`src/rtl/serial_adder_ctrl_pkg.sv`:
```
// Shared types and constants for the bit-serial adder controller.
package serial_adder_ctrl_pkg;

   localparam int unsigned DEFAULT_WIDTH = 8;

   typedef enum logic [1:0] {
      S_IDLE = 2'd0,
      S_RUN  = 2'd1,
      S_DONE = 2'd2
   } state_e;

   // Output of the one-bit full-adder slice
   typedef struct packed {
      logic co;
      logic s;
   } fa_out_t;

endpackage : serial_adder_ctrl_pkg

```
`src/rtl/halfadder.sv`:
```
// One-bit half adder, the basic combinational datapath cell.
module halfadder (
   input  logic a_i,
   input  logic b_i,
   output logic sum_c,
   output logic carry_c
);

   assign sum_c   = a_i ^ b_i;
   assign carry_c = a_i & b_i;

endmodule : halfadder

```
`src/rtl/serial_adder_full_adder_bit.sv`:
```
// One-bit full adder built from two half adders and an OR gate.
module full_adder_bit
   import serial_adder_ctrl_pkg::*;
(
   input  logic    a_i,
   input  logic    b_i,
   input  logic    c_i,
   output fa_out_t fa_c
);

   logic s1, c1, s2, c2;

   halfadder u_ha0 (
      .a_i     (a_i),
      .b_i     (b_i),
      .sum_c   (s1),
      .carry_c (c1)
   );

   halfadder u_ha1 (
      .a_i     (s1),
      .b_i     (c_i),
      .sum_c   (s2),
      .carry_c (c2)
   );

   assign fa_c.s  = s2;
   assign fa_c.co = c1 | c2;

endmodule : full_adder_bit

```
`src/rtl/serial_adder_ctrl.sv`:
```
// Bit-serial adder: adds two WIDTH-bit operands LSB-first through one full-adder
// slice, presenting a registered sum, carry-out and a one-cycle done pulse.
module serial_adder_ctrl
   import serial_adder_ctrl_pkg::*;
#(
   parameter int unsigned WIDTH = DEFAULT_WIDTH
) (
   input  logic             clk,
   input  logic             rst,
   input  logic             start,
   input  logic [WIDTH-1:0] a,
   input  logic [WIDTH-1:0] b,
   output logic             ready,
   output logic             busy,
   output logic [WIDTH-1:0] sum,
   output logic             cout,
   output logic             done
);

   localparam int unsigned CNT_W = $clog2(WIDTH + 1);

   state_e             state_q, state_d;
   logic [WIDTH-1:0]   sa_q, sa_d;
   logic [WIDTH-1:0]   sb_q, sb_d;
   logic [WIDTH-1:0]   sr_q, sr_d;
   logic [WIDTH-1:0]   sum_q, sum_d;
   logic               c_q, c_d;
   logic               cout_q, cout_d;
   logic [CNT_W-1:0]   cnt_q, cnt_d;
   fa_out_t            fa;

   full_adder_bit u_fa (
      .a_i  (sa_q[0]),
      .b_i  (sb_q[0]),
      .c_i  (c_q),
      .fa_c (fa)
   );

   always_ff @(posedge clk) begin
      if (rst) begin
         state_q <= S_IDLE;
      end else begin
         state_q <= state_d;
      end
   end

   always_ff @(posedge clk) begin
      if (rst) begin
         sa_q   <= '0;
         sb_q   <= '0;
         sr_q   <= '0;
         sum_q  <= '0;
         c_q    <= 1'b0;
         cout_q <= 1'b0;
         cnt_q  <= '0;
      end else begin
         sa_q   <= sa_d;
         sb_q   <= sb_d;
         sr_q   <= sr_d;
         sum_q  <= sum_d;
         c_q    <= c_d;
         cout_q <= cout_d;
         cnt_q  <= cnt_d;
      end
   end

   // Next-state and datapath update
   always_comb begin
      state_d = state_q;
      sa_d    = sa_q;
      sb_d    = sb_q;
      sr_d    = sr_q;
      sum_d   = sum_q;
      c_d     = c_q;
      cout_d  = cout_q;
      cnt_d   = cnt_q;

      case (state_q)
         S_IDLE, S_DONE: begin
            if (start) begin
               sa_d    = a;
               sb_d    = b;
               c_d     = 1'b0;
               cnt_d   = '0;
               state_d = S_RUN;
            end else begin
               state_d = S_IDLE;
            end
         end
         S_RUN: begin
            // Result bits enter at the MSB so the last bit lands the word aligned
            sr_d  = (sr_q >> 1) | (WIDTH'(fa.s) << (WIDTH - 1));
            sa_d  = sa_q >> 1;
            sb_d  = sb_q >> 1;
            c_d   = fa.co;
            cnt_d = cnt_q + CNT_W'(1);
            if (cnt_q == CNT_W'(WIDTH - 1)) begin
               sum_d   = sr_d;
               cout_d  = fa.co;
               state_d = S_DONE;
            end
         end
         default: state_d = S_IDLE;
      endcase
   end

   assign ready = (state_q == S_IDLE) || (state_q == S_DONE);
   assign busy  = (state_q == S_RUN);
   assign done  = (state_q == S_DONE);
   assign sum   = sum_q;
   assign cout  = cout_q;

endmodule : serial_adder_ctrl

```
`config.mk`:
```
export PLATFORM = sky130hd
export DESIGN_NAME = serial_adder_ctrl
export DESIGN_NICKNAME = d
export VERILOG_FILES = /design/src/rtl/serial_adder_ctrl_pkg.sv /design/src/rtl/halfadder.sv /design/src/rtl/serial_adder_full_adder_bit.sv /design/src/rtl/serial_adder_ctrl.sv
export SDC_FILE = /design/constraint.sdc
export NUM_CORES = 1
export LEC_CHECK = 0
export ABC_AREA = 1
export BUFFER_PORTS_ARGS = -buffer_cell sky130_fd_sc_hd__buf_2
export CORE_ASPECT_RATIO = 0.9
export CORE_MARGIN = 4
export CORE_UTILIZATION = 49
export DETAILED_ROUTE_END_ITERATION = 6
export GPL_ROUTABILITY_DRIVEN = 0
export GPL_TIMING_DRIVEN = 0
export PLACE_DENSITY = 0.74
export SLEW_MARGIN = 20
export SYNTH_ARGS = -nofsm -noshare
export SYNTH_HDL_FRONTEND = slang
export SYNTH_HIERARCHICAL = 1
export SYNTH_SLANG_ARGS = --single-unit
```
`constraint.sdc`:
```
create_clock -name clk -period 1.3 [get_ports clk]
set_clock_uncertainty 0.2 [all_clocks]
set_input_delay 0.195 -clock clk [delete_from_list [all_inputs] [get_ports clk]]
set_output_delay 0.195 -clock clk [all_outputs]
set_load 0.01 [all_outputs]
```
== Word level (Yosys, flattened, before mapping) ==
Index checks and enable logic that the tools add are counted.

* Add/subtract/negate cells: 1
* Equal/unequal tests: 5
* Muxes and demuxes: 11
* Bitwise operators: 6
* Reductions and logical operators: 6

{| class="wikitable"
|+ Operator list
! operator !! count
|-
| case mux 8 bit (2 select lines) || 2
|-
| 2-to-1 mux 8 bit || 2
|-
| OR 7 x 8 -> 8 bit || 1
|-
| case mux 4 bit (2 select lines) || 1
|-
| adder 4 x 1 -> 4 bit, second input constant || 1
|-
| equality test 4 x 3 -> 1 bit, second input constant || 1
|-
| 2-to-1 mux 4 bit || 1
|-
| case mux 2 bit (2 select lines) || 1
|-
| AND reduction 2 bit || 2
|-
| bitwise AND 1 bit || 2
|-
| equality test 2 x 1 -> 1 bit, second input constant || 1
|-
| equality test 2 bit, second input constant || 1
|-
| logical NOT 2 bit || 1
|-
| 2-to-1 mux 1 bit || 2
|-
| 2-to-1 mux 2 bit || 1
|-
| inequality test 2 x 1 -> 1 bit, second input constant || 1
|-
| inequality test 2 bit, second input constant || 1
|-
| case mux 1 bit (2 select lines) || 1
|-
| nonzero test 2 bit || 1
|-
| OR reduction 2 bit || 1
|-
| XOR 1 bit || 2
|-
| logical OR 1 bit || 1
|-
| OR 1 bit || 1
|}

* Flip-flop bits (word level): 40
* Input port bits: 19
* Output and inout port bits: 12
* Word-level logic and storage cells: 37

== Depth between registers and ports, before layout ==
Gate-level depths: netlist of run 1.

* Word-level depth: 4
* Gate-level depth with buffers: 7
* Depth with buffers taken out: 6

== Hierarchy ==
Netlist of run 1, hierarchy kept.

{| class="wikitable"
|+ Modules (own cells, without submodules)
! module !! instances !! cells an instance !! area each (um^2) !! sequential area each (um^2)
|-
| serial_adder_ctrl || 1 || 236 || 1726.7 || 780.7
|-
| halfadder || 2 || 1 || 12.5 || 0.0
|-
| full_adder_bit || 1 || 4 || 18.8 || 0.0
|}

== Worst setup path after synthesis of run 1 ==
OpenSTA, ideal clock, no wires.

* Kind: reg2reg
* From: reg sa_q[0]
* To: reg sr_q[7]
* Library setup time: 0.116 ns
* Data arrival time: 1.163 ns
* Required time: 0.984 ns
* Path slack: -0.179 ns
* Stages on the path, launching flop included: 6
* Path buffers: 1
* Period minus slack after synthesis: 1.479 ns
* Cells stage by stage: dfxtp_1 > ha_1 > ha_1 > buf_4 > o21ai_0 > nor2_1

* Word-level cells in the longest chain between the ends: 3

{| class="wikitable"
|+ RTL lines
! what !! RTL line !! source
|-
| from (decl) || serial_adder_ctrl.sv:23 || <nowiki>logic [WIDTH-1:0] sa_q, sa_d;</nowiki>
|-
| from (signal assigned) || serial_adder_ctrl.sv:49 || <nowiki>sa_q <= '0;</nowiki>
|-
| from (signal assigned) || serial_adder_ctrl.sv:57 || <nowiki>sa_q <= sa_d;</nowiki>
|-
| XOR 1 bit || halfadder.sv:9 || <nowiki>assign sum_c = a_i ^ b_i;</nowiki>
|-
| named net u_fa.s1 || serial_adder_full_adder_bit.sv:11 || <nowiki>logic s1, c1, s2, c2;</nowiki>
|-
| XOR 1 bit || halfadder.sv:9 ||
|-
| named net u_fa.s2 || serial_adder_full_adder_bit.sv:11 ||
|-
| OR 7 x 8 -> 8 bit || serial_adder_ctrl.sv:92 || <nowiki>sr_d = (sr_q >> 1) | (WIDTH'(fa.s) << (WIDTH - 1));</nowiki>
|-
| to (signal assigned) || serial_adder_ctrl.sv:59 || <nowiki>sr_q <= sr_d;</nowiki>
|-
| to (decl) || serial_adder_ctrl.sv:25 || <nowiki>logic [WIDTH-1:0] sr_q, sr_d;</nowiki>
|}

The timed path passes the listed nets, and every way through them passes these cells.
A chain may end at the register's enable or synchronous reset.

== Worst setup path in the final report of run 1 ==
* From: reg state_q[1]
* To: out busy

* Word-level cells in the longest chain between the ends: 1

{| class="wikitable"
|+ RTL lines
! what !! RTL line !! source
|-
| from (decl) || serial_adder_ctrl.sv:22 || <nowiki>state_e state_q, state_d;</nowiki>
|-
| from (signal assigned) || serial_adder_ctrl.sv:43 || <nowiki>state_q <= state_d;</nowiki>
|-
| equality test 2 x 1 -> 1 bit || serial_adder_ctrl.sv:108 || <nowiki>assign busy = (state_q == S_RUN);</nowiki>
|-
| to (decl) || serial_adder_ctrl.sv:14 || <nowiki>output logic busy,</nowiki>
|}

No other way between the ends.

==> results of run 1 <==
[sequential cells by signal (all words and copies together) (netlist names)]
signal,cells
cout,1
c_q,1
sum,8
state_q,2
sb_q,8
sa_q,8
sr_q,7
cnt_q,4
[stage by stage]
step / std cells / total power, uW
final: 350 / 2870
after global routing: 350 / 2960
after CTS: 343 / 2670
after detailed placement: 315 / 1650
after global placement: 315 / 1650
after floorplan: 242 / 1560
[kinds of logic after synthesis]
family                     after synthesis  share of synthesized area, %
adders and majority gates                3                          2.12
AOI/OAI and AO/OA                       31                          8.76
DFF                                     39                          44.1
and+or+nand+nor                        129                          33.9
buffers and inverters                   40                          11.2
[worst register-to-register path, stage by stage (launching register included)]
cell and delay, ns:
dfxtp_4 0.42, buf_8 0.14, nand2_8 0.08, buf_12 0.16, nor2_4 0.21, nand3_2 0.10, nand2_1 0.10
[power by group through the flow]
stage / combinational, uW / clock (uW) / sequential, uW
after floorplan: 247 / 0 / 1310
after global placement: 331 / 0 / 1310
after detailed placement: 335 / 0 / 1320
after CTS: 469 / 909 / 1290
after global routing: 668 / 976 / 1320
final: 630 / 928 / 1310
[what timing repair did]
action / CTS / global route
pin swaps: 19 / 26
buffers inserted: 11 / 7
setup endpoints to repair: 28 / 42
hold endpoints to repair: 2 / 0
resized for setup: 40 / 97
hold buffers: 2 / 0
cloned: 8 / 1
[worst paths after layout]
kind | startpoint | endpoint | depth (start not counted)
max | state_q[1] | busy | 4
min | b[3] | sb_q[3] | 5
max reg2reg | state_q[0] | sum[3] | 6
min reg2reg | sr_q[1] | sr_q[1] | 2
[synth_stat cells]
library cell,n
nor2_8,1
a21oi_1,22
buf_2,5
inv_1,20
dfxtp_1,39
ha_1,3
clkinv_1,1
clkbuf_1,4
nand2_1,34
nor2_1,23
inv_2,1
nand3_1,67
buf_6,3
o21ai_0,9
clkbuf_2,1
nand2_2,3
inv_4,1
buf_4,4
nor2_4,1
[routing by layer]
layer	track usage, %	share of wire, %	up-vias	routed length, um
met4	9.15	3.0	0	187
met2	34.7	46	100	2850
met5	0	0	-	0
li1	-	-	924	-
met3	6.98	7.8	24	482
met1	29.6	43	951	2650
[final cells by class]
| type | instances | area share (%) |
|---|---|---|
| Inverter | 23 | 3.46 |
| Timing Repair Buffer | 56 | 16.0 |
| Multi-Input combinational cell | 165 | 41.3 |
| Clock buffer | 8 | 3.60 |
| Tap cell | 44 | 1.98 |
| Sequential cell | 39 | 28.6 |
| Buffer | 15 | 5.13 |
==> flow_summary.yaml, run 1 <==
outcome:
  status: "complete, but fails checks"
  violations: "setup timing"
synthesis:
  synth_area_leaders: "dfxtp_1 (44%), nand3_1 (19%), nand2_1 (7.2%)"
  yosys_register_bits: 39
  syn_area_per_cell_sq_um: 7.32
  synth_cell_types: 19
  yosys_warnings: 6
  netlist_instances: 242
  yosysSeqAreaShare_pct: 44.1
  netlist.area_leader.share_pct: 44.1
  synth_top_cell_by_area: "dfxtp_1"
  synth_area_sq_um: 1770
  syn-num-nets: 264
timing:
  finalSetupViolCount: 30
  maxSlewViolCount: 0
  fin_hold_ws_ns: 0.0322
  worst_slew_pin_slew_ns: 0.717
  layout_setup_ws_ns: -0.210
  finalSetupTns_ns: -2.47
  max_freq_mhz: 662
  finalCriticalPeriod_ns: 1.51
  finalHoldViolations: 0
  rsz0062_at_grt: "yes"
  relSlewSlack_pct: 52.2
  timing.final.crit_share_pct: 116
final_layout:
  final_common_cell: "nand3_1"
  final_nets: 327
  mostFrequentLayoutCells: "nand3_1 (40), dfxtp_1 (32), buf_2 (28), nand2_1 (27), nand3_2 (25)"
  final_core_util_pct: 81.2
  multi_input_comb_area_sq_um: 1150
  stdcell_area_sq_um: 2780
  layout.filler_cells: 183
  area_growth_pct: 57.2
  diodes: 0
  regArea_sq_um: 795
  drive_gt1_share_pct: 49.7
critical_path:
  cpMostUsedCell: "buf_6"
  path_class: "flop to primary output"
  critPathBufInv: 3
  cp-end-kind: "primary output"
  crit_path_max_fanout: 2
  crit_chain: "buf_4 -> nor2_4 -> buf_6 -> buf_6"
  cp_data_required_time_ns: 0.90
  crit_arrival_ns: 1.11
  rrSetupSlack_ns: -0.17
  start_kind: "flop"
  critPathTopFamily: "buffers and inverters"
  max_stage_delay_ns: 0.34
  worst_path_max_delay_cell: "dfxtp_2"
drt:
  post-route-drc-count: 0
  wl_um: 6170
  dr.pass1.iters: 5
  drt_iter0_drc: 220
  via_per_inst: 5.71
  wl_per_cell_um: 17.6
  ant_nets: 0
  num_vias: 1999
power:
  peakVddDrop_v: 0.000867
  switchingPower_uw: 832
  power_frac_clock_pct: 32.3
  power.density_nw_per_um2: 1030
  leakage_uw: 0.00122
  p_comb_share_pct: 21.9
  netSwitchingFraction_pct: 29.0
  seqPwrFrac_pct: 45.7
  p_int_uw: 2040
global_routing:
  antenna_found_initial: 0
  grt_start_max_net_pins: 12
  first_global_vias: 1811
  track_usage_pct: 22.7
  grt_pass1_wl_um: 8230
  grt_overflow_total: 0
floorplan:
  die_h_um: 65.0
  die_area_sq_um: 4640
  ios: 31
  rows: 20
  initial_utilization_pct: 51.6
  core_sq_um: 3430
  die_w_um: 71.4
min_path:
  hold_path_class: "input port to flop"
job:
  maxCapViolCount: 0
clock_tree:
  cts.reportedPaths.clkPinSlew_ns: 0.08
  cts_root_buffer: "clkbuf_8"
  htreeDepth: 2
  cts_sinks: 39
  tritoncts: "yes"
  cts_buffers: 5
  insertion_delay_ns: 0.30
  clockBufferDepth: 2
placed_design:
  dpl_cell_area_sq_um: 1970
  place_ws_ns: -0.180
  dpl.hpwl_um: 2740
  io_buffers: 29
Note: power is estimated with default switching activity, not from simulation.
==> run 2: changes to the inputs <==
--- a/config.mk
+++ b/config.mk
@@ -6,14 +6,14 @@
 export NUM_CORES = 1
 export LEC_CHECK = 0
 export ABC_AREA = 1
-export BUFFER_PORTS_ARGS = -buffer_cell sky130_fd_sc_hd__buf_2
 export CORE_ASPECT_RATIO = 0.9
 export CORE_MARGIN = 4
-export CORE_UTILIZATION = 49
+export CORE_UTILIZATION = 52
 export DETAILED_ROUTE_END_ITERATION = 6
+export DONT_BUFFER_PORTS = 1
 export GPL_ROUTABILITY_DRIVEN = 0
 export GPL_TIMING_DRIVEN = 0
-export PLACE_DENSITY = 0.74
+export PLACE_DENSITY = 0.7
 export SLEW_MARGIN = 20
 export SYNTH_ARGS = -nofsm -noshare
 export SYNTH_HDL_FRONTEND = slang
==> run 2 against run 1 <==
Effect of this change:
- the run still ends with setup timing left
- count of clock-buffer cells in the layout decreased by 2
- via count decreased by 0.40%
- die area shrank 5.1%
- global-route usage is 0.40 points lower
- combinational power is 6.3% lower
- largest cell class unchanged
- largest power group unchanged
==> flow_summary.yaml, run 2 (synthesis gave the netlist of run 1 again) <==
global_routing:
  antenna_found_initial: 0
  grtUsageMet1_pct: 28.3
  grt_start_max_net_pins: 12
  use_met3_pct: 5.72
  grt_busiest_layer: "met2"
  grt_pass1_wl_um: 7940
  track_usage_pct: 22.3
  first_global_vias: 1725
  use_met2_pct: 36.0
  grt_overflow_total: 0
timing:
  worst_slew_pin_slew_ns: 0.659
  finalSetupTns_ns: -1.38
  fin_hold_ws_ns: 0.0600
  relSlewSlack_pct: 56.0
  finalSetupViolCount: 24
  timing.final.crit_share_pct: 112
  maxSlewViolCount: 0
  finalHoldViolations: 0
  rsz0062_at_grt: "yes"
  finalCriticalPeriod_ns: 1.46
  layout_setup_ws_ns: -0.159
  max_freq_mhz: 685
floorplan:
  ios: 31
  initial_utilization_pct: 56.0
  die_w_um: 69.5
  die_h_um: 63.4
  core_sq_um: 3160
  rows: 19
  die_area_sq_um: 4400
clock_tree:
  clockBufferDepth: 2
  htreeDepth: 2
  cts_root_buffer: "clkbuf_8"
  cts.reportedPaths.clkPinSlew_ns: 0.07
  cts_sinks: 39
  cts_buffers: 5
  insertion_delay_ns: 0.29
  tritoncts: "yes"
drt:
  ant_nets: 0
  drt_iter0_drc: 234
  post-route-drc-count: 0
  num_vias: 1991
  via_per_inst: 6.03
  dr.pass1.iters: 5
  wl_um: 6520
  wl_per_cell_um: 19.8
min_path:
  hold_path_class: "input port to flop"
power:
  power.density_nw_per_um2: 1010
  leakage_uw: 0.00114
  netSwitchingFraction_pct: 29.1
  p_comb_share_pct: 21.6
  finalPower_uw: 2730
  power_frac_clock_pct: 30.4
  seqPwrFrac_pct: 48.1
  p_int_uw: 1940
  switchingPower_uw: 796
  peakVddDrop_v: 0.000819
placed_design:
  place_ws_ns: -0.182
  io_buffers: 0
  dpl.hpwl_um: 2770
final_layout:
  mostFrequentLayoutCells: "nand3_1 (46), nand2_1 (32), dfxtp_1 (32), nor2_1 (20), nand3_2 (19)"
  final_core_util_pct: 85.8
  final_common_cell: "nand3_1"
  diodes: 0
  area_growth_pct: 53.3
  final_nets: 310
  drive_gt1_share_pct: 37.2
critical_path:
  cp_data_required_time_ns: 1.29
  start_kind: "flop"
  crit_arrival_ns: 1.44
  crit_path_max_fanout: 3
  cp-end-kind: "flop"
  path_class: "flop to flop"
job:
  maxCapViolCount: 0
outcome:
  status: "complete, but fails checks"
  violations: "setup timing"
[run 2: layout make-up]
type / count / area, sq um
Timing Repair Buffer: 39 / 430
Multi-Input combinational cell: 165 / 1110
Tap cell: 42 / 52.6
Fill cell: 163 / 448
Clock inverter: 1 / 5.00
Sequential cell: 39 / 795
Clock buffer: 6 / 82.6
Buffer: 15 / 139
Inverter: 23 / 101
[run 2: power groups by stage]
stage	logic, uW	registers (uW)	clock network (uW)
2_1_floorplan	247	1310	0
3_3_place_gp	305	1310	0
3_5_place_dp	309	1320	0
4_1_cts	433	1290	834
5_1_grt	631	1320	889
6_report	590	1310	831
[run 2: what timing repair did]
item                                   4_1_cts  5_1_grt
setup endpoints to repair                   33       41
endpoints found under the hold margin       16        0
pin swaps                                    7       32
gates cloned                                 5        3
gates resized for setup                     37       69
setup buffers                                8       10
hold buffers                                16        0
[run 2: worst max-delay path: stages, from the launching register on]
cell	delay, ns
dfxtp_2	0.36
ha_4	0.18
nand2_4	0.07
nor2_4	0.19
buf_6	0.13
nand3_2	0.06
nand2_1	0.09
nor2_1	0.07
[run 2: metrics by stage]
step | instances | cell area [sq um]
floorplan | 242 | 1770
global placement | 284 | 1830
detailed placement | 284 | 1830
CTS | 320 | 2290
global route | 330 | 2710
finish | 330 | 2710
[run 2: worst paths after layout]
path | cells past startpoint | slack, ns | startpoint | to
max | 7 | -0.16 | cnt_q[1] | sum[0]
max reg2reg | 7 | -0.16 | cnt_q[1] | sum[0]
min reg2reg | 2 | 0.28 | sa_q[5] | sa_q[5]
min | 3 | 0.06 | rst | sr_q[5]
[run 2: layer usage]
layer / up-vias / routed length [um] / share of wire [%]
met5: - / 0 / 0
met4: 0 / 200 / 3.1
met3: 26 / 620 / 9.5
met2: 130 / 3110 / 48
met1: 945 / 2590 / 40
li1: 890 / - / -
==> run 3: changes to the inputs <==
--- a/config.mk
+++ b/config.mk
@@ -12,8 +12,8 @@
 export DETAILED_ROUTE_END_ITERATION = 6
 export DONT_BUFFER_PORTS = 1
 export GPL_ROUTABILITY_DRIVEN = 0
-export GPL_TIMING_DRIVEN = 0
 export PLACE_DENSITY = 0.7
+export RECOVER_POWER = 100
 export SLEW_MARGIN = 20
 export SYNTH_ARGS = -nofsm -noshare
 export SYNTH_HDL_FRONTEND = slang
==> run 3 against run 2 <==
Effect of this change:
- the flow still finishes with violations (setup timing)
- sequential share of layout area is 4.0 points higher
- maximum frequency is 4.6% higher
- via count decreased by 14%
- first-iteration DRC count decreased by 34%
- critical endpoint is now busy
- largest cell class unchanged
- largest power group unchanged
- highest routed layer unchanged
==> flow_summary.yaml, run 3 (synthesis gave the netlist of run 1 again) <==
outcome:
  status: "complete, but fails checks"
  violations: "setup timing"
critical_path:
  crit_path_max_fanout: 4
  start_kind: "flop"
  crit_arrival_ns: 1.00
  cp_data_required_time_ns: 0.90
  ff2ff_path_depth: 6
  worst_path_max_delay_cell: "dfxtp_4"
  crit_chain: "inv_4 -> nor2_4 -> buf_6 -> buf_6"
  max_stage_delay_ns: 0.38
  cpMostUsedCell: "buf_6"
  cp-end-kind: "primary output"
  path_class: "flop to primary output"
power:
  power.density_nw_per_um2: 1040
  peakVddDrop_v: 0.00102
  leakage_uw: 0.00104
clock_tree:
  insertion_delay_ns: 0.29
  cts.reportedPaths.clkPinSlew_ns: 0.06
  htreeDepth: 2
  cts_root_buffer: "clkbuf_8"
  cts_buffers: 5
  tritoncts: "yes"
  cts_sinks: 39
  clockBufferDepth: 2
drt:
  via_per_inst: 5.34
  num_vias: 1708
  ant_nets: 0
  post-route-drc-count: 0
  wl_um: 4570
  wl_per_cell_um: 14.3
  drt_iter0_drc: 155
  dr.pass1.iters: 4
placed_design:
  dpl_cell_area_sq_um: 1890
  io_buffers: 0
  dpl.hpwl_um: 2480
global_routing:
  antenna_found_initial: 0
  grt_overflow_total: 0
  grt_start_max_net_pins: 28
  first_global_vias: 1512
  track_usage_pct: 20.8
  grt_pass1_wl_um: 7330
floorplan:
  die_h_um: 63.4
  initial_utilization_pct: 56.0
  core_sq_um: 3160
  ios: 31
  die_w_um: 69.5
  die_area_sq_um: 4400
  rows: 19
final_layout:
  drive_gt1_share_pct: 23.7
  mostFrequentLayoutCells: "nand3_1 (59), nand2_1 (33), dfxtp_1 (33)"
  final_common_cell: "nand3_1"
  area_growth_pct: 34.5
  diodes: 0
  stdcell_area_sq_um: 2380
  multi_input_comb_area_sq_um: 937
  final_core_util_pct: 75.3
  layout.filler_cells: 230
  final_nets: 301
  regArea_sq_um: 793
timing:
  finalHoldViolations: 0
  maxSlewViolCount: 0
  fin_hold_ws_ns: 0.0103
  rsz0062_at_grt: "yes"
  relSlewSlack_pct: 41.9
  max_freq_mhz: 717
  worst_slew_pin_slew_ns: 0.872
  finalSetupTns_ns: -0.259
  finalCriticalPeriod_ns: 1.39
  layout_setup_ws_ns: -0.0946
  finalSetupViolCount: 8
  timing.final.crit_share_pct: 107
min_path:
  hold_path_class: "input port to flop"
  whs_path_depth: 3
job:
  maxCapViolCount: 0
-- run 3: cell types whose count changed in the layout (fill, tap and decap cells not counted), moves of 5 or more --
| cell | change |
|---|---|
| nand3_1 | +13 |
| o21ai_0 | +5 |
| o21ai_2 | -5 |
| nand3_2 | -12 |
| buf_4 | +6 |
| a21oi_2 | -9 |
| a21oi_1 | +9 |
-- run 3: worst max-delay path: cells and delay by family, from the launching register on --
kind | cells | cell delay (ns)
AND/OR/NAND/NOR | 1 | 0.09
buffers and inverters | 3 | 0.25
flip-flops | 1 | 0.38
-- run 3: through the flow --
step,instances,total power (uW),worst slack [ns]
final,320,2470,-0.0946
after global routing,320,2590,-0.147
after CTS,319,2450,-0.132
after detailed placement,289,1620,-0.0753
after global placement,289,1610,-0.0710
after floorplan,242,1560,-0.114
-- run 3: layer usage --
metal | up-vias | part of all wire (%) | track usage, %
met4 | 0 | 0.99 | 6.10
met5 | - | 0 | 0
met1 | 787 | 44 | 28.2
met2 | 44 | 50 | 31.4
met3 | 6 | 5.5 | 6.68
li1 | 871 | - | -
-- run 3: timing repair --
item / CTS / global route
setup endpoints to repair: 18 / 40
endpoints found under the hold margin: 20 / 0
pin swaps: 7 / 7
buffers inserted: 5 / 1
hold buffers: 19 / 0
gates resized for setup: 22 / 25
gates cloned: 1 / 0
-- run 3: final cells by class --
class	instances	area share, %
multi-input combinational	164	39.4
sequential	39	33.3
clock buffer	6	3.05
inverter	23	3.73
tap	42	2.21
timing repair buffer	46	18.3
-- run 3: worst paths after layout --
kind              slack [ns]         end        from
setup / recovery       -0.09        busy  state_q[0]
hold / removal          0.01  state_q[0]       start
setup reg to reg       -0.07    cnt_q[2]  state_q[0]
hold reg to reg         0.27     sr_q[1]     sr_q[1]
-- run 3: power breakdown --
group	leakage (uW)	total, uW	internal, uW	switching (uW)
Clock	0.0000371	745	357	388
Sequential	0.000322	1300	1260	42.7
Combinational	0.000681	430	204	226
